## src/rtl/sort4_seq.sv

```systemverilog
// Sequential 4-entry sorter: serial load, 5 compare-exchange steps on one comparator, serial sorted output.
// Define SORT4_SEQ_DESC_EN to sort in descending order instead of ascending.
module sort4_seq #(
    parameter int unsigned WIDTH = 4
) (
    input  logic             clk,
    input  logic             rst,
    input  logic             in_valid,
    output logic             in_ready,
    input  logic [WIDTH-1:0] in_data,
    output logic             out_valid,
    input  logic             out_ready,
    output logic [WIDTH-1:0] out_data,
    output logic             out_last,
    output logic             busy
);

    typedef enum logic [1:0] {
        LOAD = 2'd0,
        SORT = 2'd1,
        SEND = 2'd2
    } state_t;

    state_t           state;
    state_t           state_next;
    logic [WIDTH-1:0] r [4];
    logic [1:0]       cnt;
    logic [2:0]       step;
    logic [1:0]       idx_a;
    logic [1:0]       idx_b;
    logic             do_swap;
    logic             in_fire;
    logic             out_fire;

    // All handshake outputs decode registered state only.
    assign in_ready  = (state == LOAD);
    assign out_valid = (state == SEND);
    assign out_last  = (state == SEND) && (cnt == 2'd3);
    assign out_data  = r[cnt];
    assign busy      = (state != LOAD);

    assign in_fire  = in_valid  && in_ready;
    assign out_fire = out_valid && out_ready;

    // Same pair sequence as the combinational 4-input network.
    always_comb begin
        idx_a = 2'd1;
        idx_b = 2'd2;
        case (step)
            3'd0: begin idx_a = 2'd0; idx_b = 2'd2; end
            3'd1: begin idx_a = 2'd1; idx_b = 2'd3; end
            3'd2: begin idx_a = 2'd0; idx_b = 2'd1; end
            3'd3: begin idx_a = 2'd2; idx_b = 2'd3; end
            default: begin idx_a = 2'd1; idx_b = 2'd2; end
        endcase
    end

`ifdef SORT4_SEQ_DESC_EN
    assign do_swap = (r[idx_a] < r[idx_b]);
`else
    assign do_swap = (r[idx_a] > r[idx_b]);
`endif

    always_comb begin
        state_next = state;
        case (state)
            LOAD: if (in_fire && cnt == 2'd3) state_next = SORT;
            SORT: if (step == 3'd4) state_next = SEND;
            SEND: if (out_fire && cnt == 2'd3) state_next = LOAD;
            default: state_next = LOAD;
        endcase
    end

    always_ff @(posedge clk) begin
        if (rst) begin
            state <= LOAD;
        end else begin
            state <= state_next;
        end
    end

    always_ff @(posedge clk) begin
        if (rst) begin
            r    <= '{default: '0};
            cnt  <= '0;
            step <= '0;
        end else begin
            case (state)
                LOAD: begin
                    step <= '0;
                    if (in_fire) begin
                        r[cnt] <= in_data;
                        cnt    <= cnt + 2'd1;
                    end
                end
                SORT: begin
                    cnt <= '0;
                    if (do_swap) begin
                        r[idx_a] <= r[idx_b];
                        r[idx_b] <= r[idx_a];
                    end
                    step <= (step == 3'd4) ? 3'd0 : step + 3'd1;
                end
                SEND: begin
                    if (out_fire) begin
                        cnt <= cnt + 2'd1;
                    end
                end
                default: begin
                    cnt  <= '0;
                    step <= '0;
                end
            endcase
        end
    end

endmodule

```

## config.mk

```make
export PLATFORM = sky130hd
export DESIGN_NAME = sort4_seq
export DESIGN_NICKNAME = d
export VERILOG_FILES = /design/src/rtl/sort4_seq.sv
export SDC_FILE = /design/constraint.sdc
export NUM_CORES = 1
export LEC_CHECK = 0
export CAP_MARGIN = 0
export CORE_ASPECT_RATIO = 1.4
export CORE_MARGIN = 4
export CORE_UTILIZATION = 54
export DETAILED_ROUTE_END_ITERATION = 16
export MAX_ROUTING_LAYER = met4
export PLACE_DENSITY = 0.75
export SETUP_SLACK_MARGIN = 0.02
export SLEW_MARGIN = 20
export SYNTH_ARGS = -nofsm -noshare
export SYNTH_HDL_FRONTEND = slang
export SYNTH_SLANG_ARGS = --single-unit
```

## constraint.sdc

```tcl
create_clock -name clk -period 4.5 [get_ports clk]
set_clock_uncertainty 0.15 [all_clocks]
set_input_delay 0.9 -clock clk [delete_from_list [all_inputs] [get_ports clk]]
set_output_delay 0.9 -clock clk [all_outputs]
set_load 0.01 [all_outputs]
```

==> run metrics <==
outcome=complete, no violations; Seq cells post-synth=23; DR vias/cell=6.95; Peak Freq=239 MHz; first-pass GRT wire length=9560 um; Synth cell types=51; Hold EP=r[14]; crit start category=flop; Area contributors post-synth=dfxtp_1 24%, ha_1 9.1%, mux4_2 5.8%, a21oi_1 5.5%, mux4_1 4.1%; TritonCTS Buffers=3; DR vias=1947; reg2reg end=r[1]; Post-Synth Simple-Gate Area=21.3%; Period minus WS final=4.18 ns; CP peak stage delay=0.65 ns; Mapped Area=1930 sq um; largest net degree at the start of global routing=22; main combinational cell family by area after synthesis=compound AO/OA/AOI/OAI gates; P_leak=0.765 nW; hold path depth=2; Remaining Overflow, GRT=0; worst r2r src=step[2]; Yosys top cell by area=dfxtp_1; gr usage total=28.2%; area grow syn2layout=10.8%; CTS resizes=0; WL/cell=21.2 um; placed wire-length estimate=4440 um; fin crit share=92.9%; Worst EP arrival=4.17 ns; main flop type after synthesis=dfxtp_1; antenna viol nets, final=0; Mapped Cells=231; Max Cap Viol=0; CTS clk-pin slew, worst paths=0.08 ns; DIE AREA=4600 sq um; Worst Path Required=4.49 ns; xor/xnor share of the synthesized area=0.454%; Synth Area per Inst=8.35 sq um; Skew-Pair Late Insertion Delay=0.27 ns; residual DRC count=0; crit-path cells=inv_1, ha_1, inv_2, and2_4, mux4_1, ha_1, a211oi_1, a21o_1, o22ai_1, a2111oi_0; number of global-route vias before repair=1845; Worst Hold Class=reg -> reg; Slew HR=45.1%; Initial Util=56.6%; nets@finish=263; Initial DRC Count=154; unrepaired setup endpoints after global routing=no; register area share after synthesis=23.9%; multi-input combinational cell area=1350 sq um; CTS root buf=clkbuf_8; worst-margin pin slew=0.821 ns; Adder-Cell Fraction of Synth Area=9.09%; CP max-delay cell=mux4_1; CTS H-tree lvls=1; endpoints failing setup=0; Synth Area in Compound Gates=26.8%; Core Area=3410 sq um; num ports=16; FF-to-FF path depth=10; # Post-CTS Setup Buffers=0; Post-synth EDFFs=0; Ys Warns=0; post-synthesis mux area share=12.1%; Slew Viols, Final=0; # hold bufs at CTS=0; Fillers=306; critical path type=reg -> reg; clock buffer depth=2; Placer Congestion=1.01; Crit Path Max Fanout=16; drt pass-1 iters=8; CTS sink count=23; Antenna diodes=0; setup slack, reg-to-reg=0.32 ns; syn_nets=253; Hold Crit Start=r[14]; Setup TNS=0 ns; CP startpoint=step[2]; antenna violations before repair=0; Crit path top cell by count=ha_1; maximum vdd drop=0.149 mV; Die Span Y=78.7 um; Worst setup EP type=flop; Reg area=460 sq um; post-synthesis async set-or-reset flop share=0%; PwrDens=224 nW/um^2; fraction of layout cells with a size suffix above 1=8.33%; top cell type's share of synthesized area=23.9%; CTS tree=done; final hold vios=0; Tot Pwr=0.000478 W; Port Buffer Count=15; die width=58.5 um; std cell rows=25; final WL=5950 um
[worst max-delay path: cells and delay by family (launching register included)]
| family | cells | cell delay, ns |
|---|---|---|
| compound gates | 4 | 1.46 |
| fa+ha+maj | 2 | 0.73 |
| mux | 1 | 0.65 |
| flops | 1 | 0.49 |
| buf+inv | 2 | 0.35 |
| simple gates | 1 | 0.23 |
[metrics by stage]
step | instance area (sq um) | hold slack (ns) | worst slack, ns | cells | util [%]
global placement | 2090 | 0.348 | 0.571 | 276 | 61.4
CTS | 2140 | 0.356 | 0.379 | 280 | 62.7
floorplan | 1930 | 0.302 | 1.06 | 231 | -
global route | 2140 | 0.394 | 0.0481 | 280 | 62.7
finish | 2140 | 0.355 | 0.319 | 280 | 62.7
detailed placement | 2090 | 0.344 | 0.392 | 276 | 61.4
[state kept, by name, indices dropped and copies added, names as in the netlist]
signal and flops:
state 2, r 16, cnt 2, step 3
[cells in the final DEF (no fill, tap or decap), drive strengths merged, types with 4 or more instances in the layout]
master	Yosys	final
mux4	8	8
clkdlybuf4s50	0	15
nor3	9	9
a2111oi	4	4
nor2	11	11
ha	14	14
nand3	8	8
o21ai	12	12
a21oi	21	21
clkbuf	11	4
nand2b	10	10
o22ai	4	4
and2	4	4
and3	7	7
inv	13	13
a31oi	5	5
nand2	17	17
a32o	4	4
buf	4	5
dfxtp	23	23
[power by group]
group	total, W	switching [W]	internal, W
Sequential	0.000229	0.0000165	0.000212
Clock	0.000132	0.0000684	0.0000633
Combinational	0.000118	0.0000614	0.0000564
[layer usage]
| metal | vias to the layer above | routed length [um] | part of all wire (%) | global-route usage [%] |
|---|---|---|---|---|
| li1 | 893 | - | - | - |
| met1 | 899 | 2190 | 37 | 33.6 |
| met2 | 126 | 2940 | 49 | 44.2 |
| met3 | 29 | 474 | 8.0 | 3.58 |
| met4 | 0 | 350 | 5.9 | 18.1 |
| met5 | - | 0 | 0 | - |
[logic make-up (layout without fill, tap and decap cells)]
| group | Yosys count | count (layout) |
|---|---|---|
| adder cells (fa/ha/maj) | 14 | 14 |
| AO/OA/AOI/OAI | 75 | 75 |
| buffers and inverters | 28 | 37 |
| flip-flops | 23 | 23 |
| multiplexers | 12 | 12 |
| AND/OR/NAND/NOR | 78 | 78 |
| XOR/XNOR | 1 | 1 |
[area by class of cell]
class                      instances  share of cell area (%)
sequential                        23                    21.5
multi-input combinational        180                    62.9
tap                               40                    2.34
clock buffer                       4                    2.11
timing repair buffer              20                    8.78
inverter                          13                    2.28
[cell usage after synthesis, types with 4 or more instances]
| master | instances |
|---|---|
| nor3_1 | 9 |
| a21oi_1 | 21 |
| nand3_1 | 8 |
| o21ai_0 | 12 |
| a2111oi_0 | 4 |
| nand2_1 | 17 |
| ha_1 | 14 |
| clkbuf_1 | 11 |
| mux4_2 | 5 |
| a32o_1 | 4 |
| and3_1 | 7 |
| dfxtp_1 | 23 |
| nor2_1 | 11 |
| a31oi_1 | 5 |
| inv_1 | 12 |
| nand2b_1 | 10 |
| o22ai_1 | 4 |
[worst max path at each step]
stage	end
after floorplan	r[0]
after global placement	r[7]
after detailed placement	r[1]
after CTS	r[1]
after global routing	r[1]
final	r[1]
No activity file was read; power rests on OpenSTA's default activity.
